### src/rtl/frame_reader_pkg.sv
// Shared types and constants for the on-chip memory frame reader.
// State encoding, minimum Ethernet frame size and memory word geometry.
package frame_reader_pkg;

    typedef enum logic [1:0] {
        IDLE  = 2'd0,
        FETCH = 2'd1,
        DRAIN = 2'd2
    } state_t;

    localparam int MIN_FRAME_BYTES = 60;
    localparam int BYTES_PER_WORD  = 4;

endpackage

### src/rtl/onchip_mem_frame_reader_if.sv
// Command, Avalon-MM read master and byte-stream source bundle of the frame reader.
// master = the reader itself, slave = the environment (memory, command source, MAC).
interface onchip_mem_frame_reader_if #(
    parameter int ADDR_W = 17,
    parameter int LEN_W  = 11
);
    logic              cmd_valid;
    logic              cmd_ready;
    logic [ADDR_W-1:0] cmd_addr;
    logic [LEN_W-1:0]  cmd_len;

    logic [ADDR_W-1:0] avm_address;
    logic              avm_read;
    logic [3:0]        avm_byteenable;
    logic              avm_waitrequest;
    logic [31:0]       avm_readdata;

    logic              src_valid;
    logic              src_ready;
    logic [7:0]        src_data;
    logic              src_sop;
    logic              src_eop;

    logic              busy;
    logic              done;

    modport master (
        input  cmd_valid, cmd_addr, cmd_len, avm_waitrequest, avm_readdata, src_ready,
        output cmd_ready, avm_address, avm_read, avm_byteenable,
               src_valid, src_data, src_sop, src_eop, busy, done
    );

    modport slave (
        output cmd_valid, cmd_addr, cmd_len, avm_waitrequest, avm_readdata, src_ready,
        input  cmd_ready, avm_address, avm_read, avm_byteenable,
               src_valid, src_data, src_sop, src_eop, busy, done
    );
endinterface

### src/rtl/frame_reader_word_fifo.sv
// Word FIFO for returned read data; free count feeds the read-issue credit check.
// Push visible at the head the next cycle; caller guarantees no push when full and no pop when empty.
module frame_reader_word_fifo #(
    parameter int DEPTH = 4,
    parameter int WIDTH = 32
) (
    input  logic                     clk,
    input  logic                     reset_n,
    input  logic                     push,
    input  logic [WIDTH-1:0]         push_data,
    input  logic                     pop,
    output logic [WIDTH-1:0]         head,
    output logic                     empty,
    output logic [$clog2(DEPTH):0]   free
);
    localparam int PW = $clog2(DEPTH);

    logic [WIDTH-1:0] mem [DEPTH];
    logic [PW-1:0]    wr_ptr;
    logic [PW-1:0]    rd_ptr;
    logic [PW:0]      count;

    always_ff @(posedge clk or negedge reset_n) begin
        if (!reset_n) begin
            wr_ptr <= '0;
            rd_ptr <= '0;
            count  <= '0;
            for (int i = 0; i < DEPTH; i++) mem[i] <= '0;
        end else begin
            if (push) begin
                mem[wr_ptr] <= push_data;
                wr_ptr      <= wr_ptr + 1'b1;
            end
            if (pop) rd_ptr <= rd_ptr + 1'b1;
            case ({push, pop})
                2'b10:   count <= count + 1'b1;
                2'b01:   count <= count - 1'b1;
                default: ;
            endcase
        end
    end

    assign head  = mem[rd_ptr];
    assign empty = (count == '0);
    assign free  = (PW+1)'(DEPTH) - count;

endmodule

### src/rtl/onchip_mem_frame_reader.sv
// Fetches a frame from 32-bit on-chip memory and streams it LSB-first as bytes; ONCHIP_MEM_FRAME_READER_PAD_EN pads short frames to 60 bytes.
// First read 1 cycle after the command, first byte READ_LATENCY+2 cycles after; reads are credit-limited by FIFO space, bytes held under src_ready low.
module onchip_mem_frame_reader
    import frame_reader_pkg::*;
#(
    parameter int ADDR_W       = 17,
    parameter int LEN_W        = 11,
    parameter int READ_LATENCY = 1,
    parameter int FIFO_DEPTH   = 4
) (
    input  logic                          clk,
    input  logic                          reset_n,
    onchip_mem_frame_reader_if.master     bus
);
    localparam int CW = $clog2(FIFO_DEPTH) + 1;

    state_t                  state;
    logic [ADDR_W-1:0]       addr_q;
    logic [LEN_W-1:0]        words_left;
    logic [LEN_W-1:0]        len_q;
    logic [LEN_W-1:0]        out_len_q;
    logic [LEN_W-1:0]        byte_idx;
    logic [READ_LATENCY-1:0] tag_pipe;
    logic [CW-1:0]           inflight;
    logic                    done_q;

    logic [CW-1:0]           fifo_free;
    logic                    fifo_empty;
    logic [31:0]             fifo_head;
    logic                    fifo_push;
    logic                    fifo_pop;

    logic [LEN_W:0]          len_plus3;
    logic [LEN_W-1:0]        words_init;
    logic [LEN_W-1:0]        out_len_init;
    logic                    read_req;
    logic                    rd_accept;
    logic                    pad_zone;
    logic                    out_vld;
    logic [1:0]              lane;
    logic                    byte_fire;
    logic                    last_byte;

    assign len_plus3  = {1'b0, bus.cmd_len} + (LEN_W+1)'(3);
    assign words_init = {1'b0, len_plus3[LEN_W:2]};

`ifdef ONCHIP_MEM_FRAME_READER_PAD_EN
    assign out_len_init = (bus.cmd_len < LEN_W'(MIN_FRAME_BYTES)) ? LEN_W'(MIN_FRAME_BYTES) : bus.cmd_len;
    // Past the real payload the bytes are synthesized zeros; the FIFO is not touched.
    assign pad_zone     = (byte_idx >= len_q);
`else
    assign out_len_init = bus.cmd_len;
    assign pad_zone     = 1'b0;
`endif

    // Credit: a read may issue only if its data is guaranteed a FIFO slot on return.
    assign read_req  = (state == FETCH) && (words_left != '0) && (fifo_free > inflight);
    assign rd_accept = read_req && !bus.avm_waitrequest;
    assign fifo_push = tag_pipe[READ_LATENCY-1];

    assign lane      = byte_idx[1:0];
    assign out_vld   = (state != IDLE) && (pad_zone || !fifo_empty);
    assign byte_fire = out_vld && bus.src_ready;
    assign last_byte = (byte_idx == out_len_q - LEN_W'(1));
    assign fifo_pop  = byte_fire && !pad_zone &&
                       ((lane == 2'(BYTES_PER_WORD-1)) || (byte_idx == len_q - LEN_W'(1)));

    frame_reader_word_fifo #(
        .DEPTH (FIFO_DEPTH),
        .WIDTH (32)
    ) u_fifo (
        .clk       (clk),
        .reset_n   (reset_n),
        .push      (fifo_push),
        .push_data (bus.avm_readdata),
        .pop       (fifo_pop),
        .head      (fifo_head),
        .empty     (fifo_empty),
        .free      (fifo_free)
    );

    always_ff @(posedge clk or negedge reset_n) begin
        if (!reset_n) begin
            state      <= IDLE;
            addr_q     <= '0;
            words_left <= '0;
            len_q      <= '0;
            out_len_q  <= '0;
            byte_idx   <= '0;
            tag_pipe   <= '0;
            inflight   <= '0;
            done_q     <= 1'b0;
        end else begin
            done_q      <= 1'b0;
            tag_pipe[0] <= rd_accept;
            for (int i = 1; i < READ_LATENCY; i++) tag_pipe[i] <= tag_pipe[i-1];

            case ({rd_accept, fifo_push})
                2'b10:   inflight <= inflight + 1'b1;
                2'b01:   inflight <= inflight - 1'b1;
                default: ;
            endcase

            case (state)
                IDLE: begin
                    if (bus.cmd_valid) begin
                        if (bus.cmd_len == '0) begin
                            done_q <= 1'b1;
                        end else begin
                            addr_q     <= bus.cmd_addr;
                            words_left <= words_init;
                            len_q      <= bus.cmd_len;
                            out_len_q  <= out_len_init;
                            byte_idx   <= '0;
                            state      <= FETCH;
                        end
                    end
                end
                FETCH: begin
                    if (rd_accept) begin
                        addr_q     <= addr_q + 1'b1;
                        words_left <= words_left - 1'b1;
                        if (words_left == LEN_W'(1)) state <= DRAIN;
                    end
                end
                default: ;
            endcase

            if (byte_fire) begin
                byte_idx <= byte_idx + 1'b1;
                if (last_byte) begin
                    state  <= IDLE;
                    done_q <= 1'b1;
                end
            end
        end
    end

    assign bus.cmd_ready      = (state == IDLE);
    assign bus.busy           = (state != IDLE);
    assign bus.done           = done_q;
    assign bus.avm_address    = addr_q;
    assign bus.avm_read       = read_req;
    assign bus.avm_byteenable = 4'hF;
    assign bus.src_valid      = out_vld;
    assign bus.src_data       = (out_vld && !pad_zone) ? fifo_head[{lane, 3'b000} +: 8] : 8'h00;
    assign bus.src_sop        = out_vld && (byte_idx == '0);
    assign bus.src_eop        = out_vld && last_byte;

endmodule
### src/flat_wrapper.sv
// flat-port wrapper written by rule: the top's interface ports become plain ports
module onchip_mem_frame_reader_flat import frame_reader_pkg::*;
#(
    parameter int ADDR_W       = 17,
    parameter int LEN_W        = 11,
    parameter int READ_LATENCY = 1,
    parameter int FIFO_DEPTH   = 4
)
  (clk, reset_n, bus_cmd_valid, bus_cmd_addr, bus_cmd_len, bus_avm_waitrequest, bus_avm_readdata, bus_src_ready, bus_cmd_ready, bus_avm_address, bus_avm_read, bus_avm_byteenable, bus_src_valid, bus_src_data, bus_src_sop, bus_src_eop, bus_busy, bus_done);
  onchip_mem_frame_reader_if #(.ADDR_W(ADDR_W), .LEN_W(LEN_W)) bus_i ();
  input  logic clk;
  input  logic reset_n;
  input wire logic [$bits(bus_i.cmd_valid)-1:0] bus_cmd_valid;
  input wire logic [$bits(bus_i.cmd_addr)-1:0] bus_cmd_addr;
  input wire logic [$bits(bus_i.cmd_len)-1:0] bus_cmd_len;
  input wire logic [$bits(bus_i.avm_waitrequest)-1:0] bus_avm_waitrequest;
  input wire logic [$bits(bus_i.avm_readdata)-1:0] bus_avm_readdata;
  input wire logic [$bits(bus_i.src_ready)-1:0] bus_src_ready;
  output wire logic [$bits(bus_i.cmd_ready)-1:0] bus_cmd_ready;
  output wire logic [$bits(bus_i.avm_address)-1:0] bus_avm_address;
  output wire logic [$bits(bus_i.avm_read)-1:0] bus_avm_read;
  output wire logic [$bits(bus_i.avm_byteenable)-1:0] bus_avm_byteenable;
  output wire logic [$bits(bus_i.src_valid)-1:0] bus_src_valid;
  output wire logic [$bits(bus_i.src_data)-1:0] bus_src_data;
  output wire logic [$bits(bus_i.src_sop)-1:0] bus_src_sop;
  output wire logic [$bits(bus_i.src_eop)-1:0] bus_src_eop;
  output wire logic [$bits(bus_i.busy)-1:0] bus_busy;
  output wire logic [$bits(bus_i.done)-1:0] bus_done;
  assign bus_i.cmd_valid = bus_cmd_valid;
  assign bus_i.cmd_addr = bus_cmd_addr;
  assign bus_i.cmd_len = bus_cmd_len;
  assign bus_i.avm_waitrequest = bus_avm_waitrequest;
  assign bus_i.avm_readdata = bus_avm_readdata;
  assign bus_i.src_ready = bus_src_ready;
  assign bus_cmd_ready = bus_i.cmd_ready;
  assign bus_avm_address = bus_i.avm_address;
  assign bus_avm_read = bus_i.avm_read;
  assign bus_avm_byteenable = bus_i.avm_byteenable;
  assign bus_src_valid = bus_i.src_valid;
  assign bus_src_data = bus_i.src_data;
  assign bus_src_sop = bus_i.src_sop;
  assign bus_src_eop = bus_i.src_eop;
  assign bus_busy = bus_i.busy;
  assign bus_done = bus_i.done;
  onchip_mem_frame_reader #(.ADDR_W(ADDR_W), .LEN_W(LEN_W), .READ_LATENCY(READ_LATENCY), .FIFO_DEPTH(FIFO_DEPTH)) u_core (.clk(clk), .reset_n(reset_n), .bus(bus_i));
endmodule
### config.mk
export PLATFORM = sky130hd
export DESIGN_NAME = onchip_mem_frame_reader_flat
export DESIGN_NICKNAME = d
export VERILOG_FILES = /design/src/rtl/frame_reader_pkg.sv /design/src/rtl/onchip_mem_frame_reader_if.sv /design/src/rtl/frame_reader_word_fifo.sv /design/src/rtl/onchip_mem_frame_reader.sv /design/src/flat_wrapper.sv
export SDC_FILE = /design/constraint.sdc
export NUM_CORES = 1
export LEC_CHECK = 0
export CORE_MARGIN = 2
export CORE_UTILIZATION = 30
export DETAILED_ROUTE_END_ITERATION = 8
export SYNTH_ARGS = -nofsm -noshare
export SYNTH_HDL_FRONTEND = slang
export SYNTH_SLANG_ARGS = --single-unit
### constraint.sdc
create_clock -name clk -period 4.6 [get_ports clk]
set_clock_uncertainty 0.15 [all_clocks]
set_input_delay 1.15 -clock clk [delete_from_list [all_inputs] [get_ports clk]]
set_output_delay 1.15 -clock clk [all_outputs]
set_load 0.01 [all_outputs]
After elaboration in Yosys (flattened, before gate mapping)
Cells that the tools add are included.
Widths: inputs -> output; s select.
- add/subtract/negate cells: 12
- multipliers: 0
- divide/modulo/power cells: 0
- order comparisons: 4
- equality and inequality tests: 12
- shifts and indexed selects: 1
- mux-type cells: 33
- bitwise logic cells: 3
- reductions and logical operators: 26
- operators by type and width (cell ; number):
    $bwmux 128 ; 1
    $mux 32 ; 3
    $mux 11 ; 7
    $bmux 32 s2 ; 1
    $demux 32 s2 ; 1
    $mux 17 ; 3
    $pmux 17 s2 ; 1
    $shiftx 32x6->8 ; 1
    $logic_not 11->1 ; 2
    $pmux 11 s2 ; 1
    $sub 11x1->11 const B ; 2
    $add 17x1->17 const B ; 1
    $add 11x2->12 const B ; 1
    $mux 2 ; 6
    $pmux 3 s2 ; 2
    $reduce_bool 2->1 ; 6
    $add 11x1->11 const B ; 1
    $eq 11x1->1 const B ; 1
    $eq 11x11->1 ; 1
    $reduce_bool 11->1 ; 1
    $logic_and 1x1->1 ; 9
    $mux 8 ; 1
    $add 3x1->3 const B ; 2
    $eq 2x1->1 const B ; 3
    19 further kinds ; 33
- bits in registers: 192
- latch bits: 0
- RAM bits: 0
- ROM bits: 0
- bits of input ports: 65
- output and inout bits: 36
- word-level logic and storage cells: 106
- memories: 0

Depth between registers and ports, before layout
- depth after elaboration: 8
- gate-level depth with buffers: 15
- gate-level depth less buffers: 15

Modules after synthesis
A second synthesis with hierarchy kept.
- cells, all modules: 798
- area, all modules: 9929.5 um2
- modules (own cells, without submodules) (module ; times used ; cells each ; area each (um2) ; seq. area each (um2)):
    frame_reader_word_fifo ; 1 ; 347 ; 6084.6 ; 3378.2
    onchip_mem_frame_reader ; 1 ; 451 ; 3844.9 ; 1426.4

Least setup slack after synthesis
OpenSTA, ideal clock, no wires.
- path type: register to output
- from: register, netlist name u_core.len_q[0]
- to: output port bus_src_eop
- arrival: 2.173 ns
- data required time: 3.300 ns
- slack: 1.127 ns
- cell stages (with the launch flop): 9
- path buffers: 1
- cells stage by stage: dfrtp_1 inv_1 ha_1 or3b_1 a211oi_2 nand4_1 or3_1 clkbuf_2 nor3_1
- RTL lines (element ; line ; RTL):
    end: declaration ; flat_wrapper.sv:26 ; output wire logic [$bits(bus_i.src_eop)-1:0] bus_src_eop;

Worst setup path after layout
- from: register u_core.u_fifo.rd_ptr[0]
- to: output port bus_src_data[2]
- longest elaborated chain between the ends: 6
- ends and longest elaborated chain (element ; line ; RTL):
    start: declaration ; frame_reader_word_fifo.sv:20 ; logic [PW-1:0] rd_ptr;
    start signal: assignment ; frame_reader_word_fifo.sv:34 ; if (pop) rd_ptr <= rd_ptr + 1'b1;
    $not 2->3 (implied by the code) ; frame_reader_word_fifo.sv:43 ; assign head = mem[rd_ptr];
    $bmux 32 s2 ; frame_reader_word_fifo.sv:43 ;
    $mux 32 (implied by the code) (2 in a row) ; frame_reader_word_fifo.sv:43 ;
    $shiftx 32x6->8 ; onchip_mem_frame_reader.sv:146 ; assign bus.src_data = (out_vld && !pad_zone) ? fifo_head[{lane, 3'b000} +: 8] : 8'h00;
    $mux 8 ; onchip_mem_frame_reader.sv:146 ;
    end: declaration ; flat_wrapper.sv:24 ; output wire logic [$bits(bus_i.src_data)-1:0] bus_src_data;
No other way between the ends. The select of a mux whose other input is x is not followed.

==> results.sh <==
export IMPL_floorplan_rows=66
export IMPL_fin_nets=987
export IMPL_most_frequent_cells_in_the_layout="191 x sky130_fd_sc_hd__dfrtp_1, 136 x sky130_fd_sc_hd__mux2_2, 94 x sky130_fd_sc_hd__clkdlybuf4s50_1"
export IMPL_yosys_most_used_dff="sky130_fd_sc_hd__dfrtp_1"
export IMPL_slowest_cell_on_the_critical_path="sky130_fd_sc_hd__dfrtp_2"
export IMPL_multiInputGateArea_um2=4760
export IMPL_final_cells=1358
export IMPL_initial_core_utilization_pct=30.4
export IMPL_slew_headroom_pct=36.1
export IMPL_cellPowerDensity_nw_per_um2=677
export IMPL_outcome="finished clean"
export IMPL_synthesis_yosys_warnings=0
export IMPL_dp_cells=1325
export IMPL_finalSetupTns_ns=0
export IMPL_yosysSeqAreaShare_pct=48.6
export IMPL_ant_nets=0
export IMPL_cp_cell_sequence="buf_4 -> mux4_2 -> mux4_2 -> and2_1 -> clkdlybuf4s50_1"
export IMPL_post_synth_num_cell_types=64
export IMPL_synth_area_um2=9880
export IMPL_worstMarginPinSlew_ns=0.954
export IMPL_power_report_internal_total_mw=5.22
export IMPL_final_area_um2=12000
export IMPL_count_of_vias_placed_by_the_detailed_router=6908
export IMPL_grt_antenna_before_repair=3
export IMPL_drt_wl_total_mm=23.3
export IMPL_unrepaired_setup_endpoints_after_global_routing="false"
export IMPL_worstPathMaxFanout=15
export IMPL_detail_route_vias_per_cell=5.09
export IMPL_power_share_of_the_sequential_group_pct=38.0
export IMPL_critical_path_endpoint_type="output pin"
export IMPL_grtUsageTotal_pct=13.8
export IMPL_cts_max_path_buffers=2
export IMPL_p_clk_share_pct=18.8
export IMPL_wire_per_inst_um=17.2
export IMPL_die_x_um=185
export IMPL_first_global_vias=6822
export IMPL_final_common_cell="sky130_fd_sc_hd__dfrtp_1"
export IMPL_area_sequential_um2=4810
export IMPL_cts_tree="yes"
export IMPL_clock_sinks=192
export IMPL_synth_seq_cells=192
export IMPL_global_route_wire_length_before_repair_mm=37.1
export IMPL_slew_violations=0
export IMPL_syn_avg_cell_area_um2=12.1
export IMPL_startpoint_type_of_the_worst_setup_path="register"
export IMPL_cts_htree_levels=4
export IMPL_power_leakage_nw=4.88
export IMPL_post_route_min_period_ns=4.39
export IMPL_final_hold_violation_count=0
export IMPL_drive_gt1_share_pct=25.5
export IMPL_maximum_number_of_pins_on_one_net_before_global_route_repair=107
export IMPL_clock_latency_ns=0.44
export IMPL_hp_class="reg2reg"
export IMPL_synth_edf_count=0
export IMPL_setup_violations=0
export IMPL_finalWeightedCongestion=0.775
export IMPL_chipHeight_um=185
export IMPL_detailed_place_area_um2=11300
export IMPL_portbufs=96
export IMPL_drt_pass1_iterations=5
export IMPL_post_cts_setup_buffers=0
export IMPL_vdd_ir_drop_worst_mv=0.306
export IMPL_power_total_mw=8.09
export IMPL_area_growth_synth_to_final_pct=21.0
export IMPL_dp_hpwl_mm=15.4
export IMPL_io_pins=101
export IMPL_criticalPathCategory="reg2out"
export IMPL_final_fill_count=3143
export IMPL_worst_endpoint_arrival_ns=3.09
export IMPL_core_area_um2=32500
export IMPL_cp_required_ns=3.30
export IMPL_async_reset_ff_share_pct=100
export IMPL_power_share_combinational_pct=43.2
export IMPL_timing_critical_path_mode_cell="sky130_fd_sc_hd__mux4_2"
export IMPL_p_sw_mw=2.87
export IMPL_synthCells=820
export IMPL_cts_made_buffers=17
export IMPL_fp_dieArea_um2=34400
export IMPL_max_stage_delay_ns=0.63
export IMPL_maxCapViolCount=0
export IMPL_drt_iter0_drc=377
export IMPL_cts_clk_slew_worst_paths_ns=0.08
export IMPL_power_share_switching_pct=35.4
export IMPL_detail_route_drc_violations=0
export IMPL_cts_root_buf="sky130_fd_sc_hd__clkbuf_16"
export IMPL_min_period_over_period_pct=95.5
export IMPL_grt_remaining_overflow=0
export IMPL_maxClockFrequency_mhz=228
through the flow:
stage,setup slack [ns],hold slack (ns),utilization [%]
final,0.209,0.333,36.8
after global routing,0.0676,0.362,36.8
after CTS,0.0381,0.330,36.8
after detailed placement,0.527,0.317,35.0
after global placement,0.569,0.316,35.0
after floorplan,1.13,0.296,-
power groups by stage:
stage | registers, mW | logic, mW | clock network (mW)
3_3_place_gp | 3.07 | 3.45 | 0
4_1_cts | 3.06 | 3.54 | 1.56
2_1_floorplan | 2.92 | 2.53 | 0
3_5_place_dp | 3.09 | 3.52 | 0
6_report | 3.07 | 3.50 | 1.52
5_1_grt | 3.18 | 3.85 | 1.62
repair_timing:
action,in CTS,in global routing
hold buffers,0,0
setup endpoints to repair,0,1
resized for setup,0,2
sequential cells by signal, indices dropped and copies added (netlist names):
| signal | cells |
|---|---|
| u_core.bus.avm_address | 17 |
| u_core.bus.done | 1 |
| u_core.byte_idx | 11 |
| u_core.fifo_push | 1 |
| u_core.inflight | 3 |
| u_core.len_q | 11 |
| u_core.state | 2 |
| u_core.u_fifo.count | 3 |
| u_core.u_fifo.mem | 128 |
| u_core.u_fifo.rd_ptr | 2 |
| u_core.u_fifo.wr_ptr | 2 |
| u_core.words_left | 11 |
final timing paths:
kind / start / end / slack [ns] / cells after the start
worst max-delay path: u_core.u_fifo.rd_ptr[0] / bus_src_data[2] / 0.21 / 5
worst max register to register: u_core.len_q[0] / u_core.u_fifo.count[2] / 1.03 / 14
worst min register to register: u_core.u_fifo.count[0] / u_core.u_fifo.count[0] / 0.33 / 1
worst min-delay path: u_core.u_fifo.count[0] / u_core.u_fifo.count[0] / 0.33 / 1
max in group asynchronous: reset_n / u_core.u_fifo.mem[68] / 2.81 / 2
min in group asynchronous: reset_n / u_core.u_fifo.mem[75] / 0.69 / 1
kinds of logic after synthesis:
| kind of cell | Yosys count | share of synthesized area, % |
|---|---|---|
| adders and majority gates | 20 | 2.68 |
| AOI/OAI and AO/OA | 143 | 8.65 |
| muxes | 179 | 24.9 |
| DFF | 192 | 48.6 |
| and+or+nand+nor | 179 | 9.38 |
| other | 1 | 0.0379 |
| xor gates and xnor gates | 25 | 2.35 |
| buffers and inverters | 81 | 3.36 |
critical path: cells and delay by family (launching register included):
family | cells | cell delay [ns]
multiplexers | 2 | 1.03
buffers and inverters | 2 | 0.81
AND/OR/NAND/NOR | 1 | 0.17
flip-flops | 1 | 0.63
area by class of cell:
type	instances	area share, %
Clock buffer	18	3.59
Antenna cell	1	0.0209
Inverter	29	0.910
Multi-Input combinational cell	550	39.8
Tap cell	442	4.63
Clock inverter	14	1.42
Timing Repair Buffer	112	9.41
Sequential cell	192	40.2
synthesized netlist by cell type, types with 4 or more instances:
master / n / area [um2]
sky130_fd_sc_hd__buf_4: 4 / 30.0
sky130_fd_sc_hd__or3_1: 4 / 25.0
sky130_fd_sc_hd__and4_1: 4 / 35.0
sky130_fd_sc_hd__nand2_1: 38 / 143
sky130_fd_sc_hd__xor2_1: 11 / 96.3
sky130_fd_sc_hd__and3_1: 8 / 50.1
sky130_fd_sc_hd__a31oi_1: 6 / 37.5
sky130_fd_sc_hd__clkbuf_1: 27 / 101
sky130_fd_sc_hd__buf_1: 16 / 60.1
sky130_fd_sc_hd__nor3_1: 15 / 75.1
sky130_fd_sc_hd__nor4_1: 9 / 56.3
sky130_fd_sc_hd__dfrtp_1: 192 / 4800
sky130_fd_sc_hd__nor2b_1: 4 / 25.0
sky130_fd_sc_hd__a22oi_1: 4 / 30.0
sky130_fd_sc_hd__xnor2_1: 13 / 114
sky130_fd_sc_hd__inv_1: 28 / 105
sky130_fd_sc_hd__ha_1: 18 / 225
sky130_fd_sc_hd__o21ai_0: 51 / 255
sky130_fd_sc_hd__a21oi_1: 44 / 220
sky130_fd_sc_hd__o22ai_1: 7 / 43.8
sky130_fd_sc_hd__and2_1: 10 / 62.6
sky130_fd_sc_hd__nand2b_1: 5 / 31.3
sky130_fd_sc_hd__nand4_1: 11 / 68.8
sky130_fd_sc_hd__nand3_1: 17 / 85.1
sky130_fd_sc_hd__nor2_1: 37 / 139
sky130_fd_sc_hd__mux2_2: 136 / 1530
sky130_fd_sc_hd__mux4_2: 40 / 901
per-layer routing:
metal  routed length [um]  GRT usage, %
met4                  219          3.17
met3                 1240          3.29
met1                10700          18.5
met5                   30             0
met2                11100          22.7
Note: power is estimated with default switching activity, not from simulation.
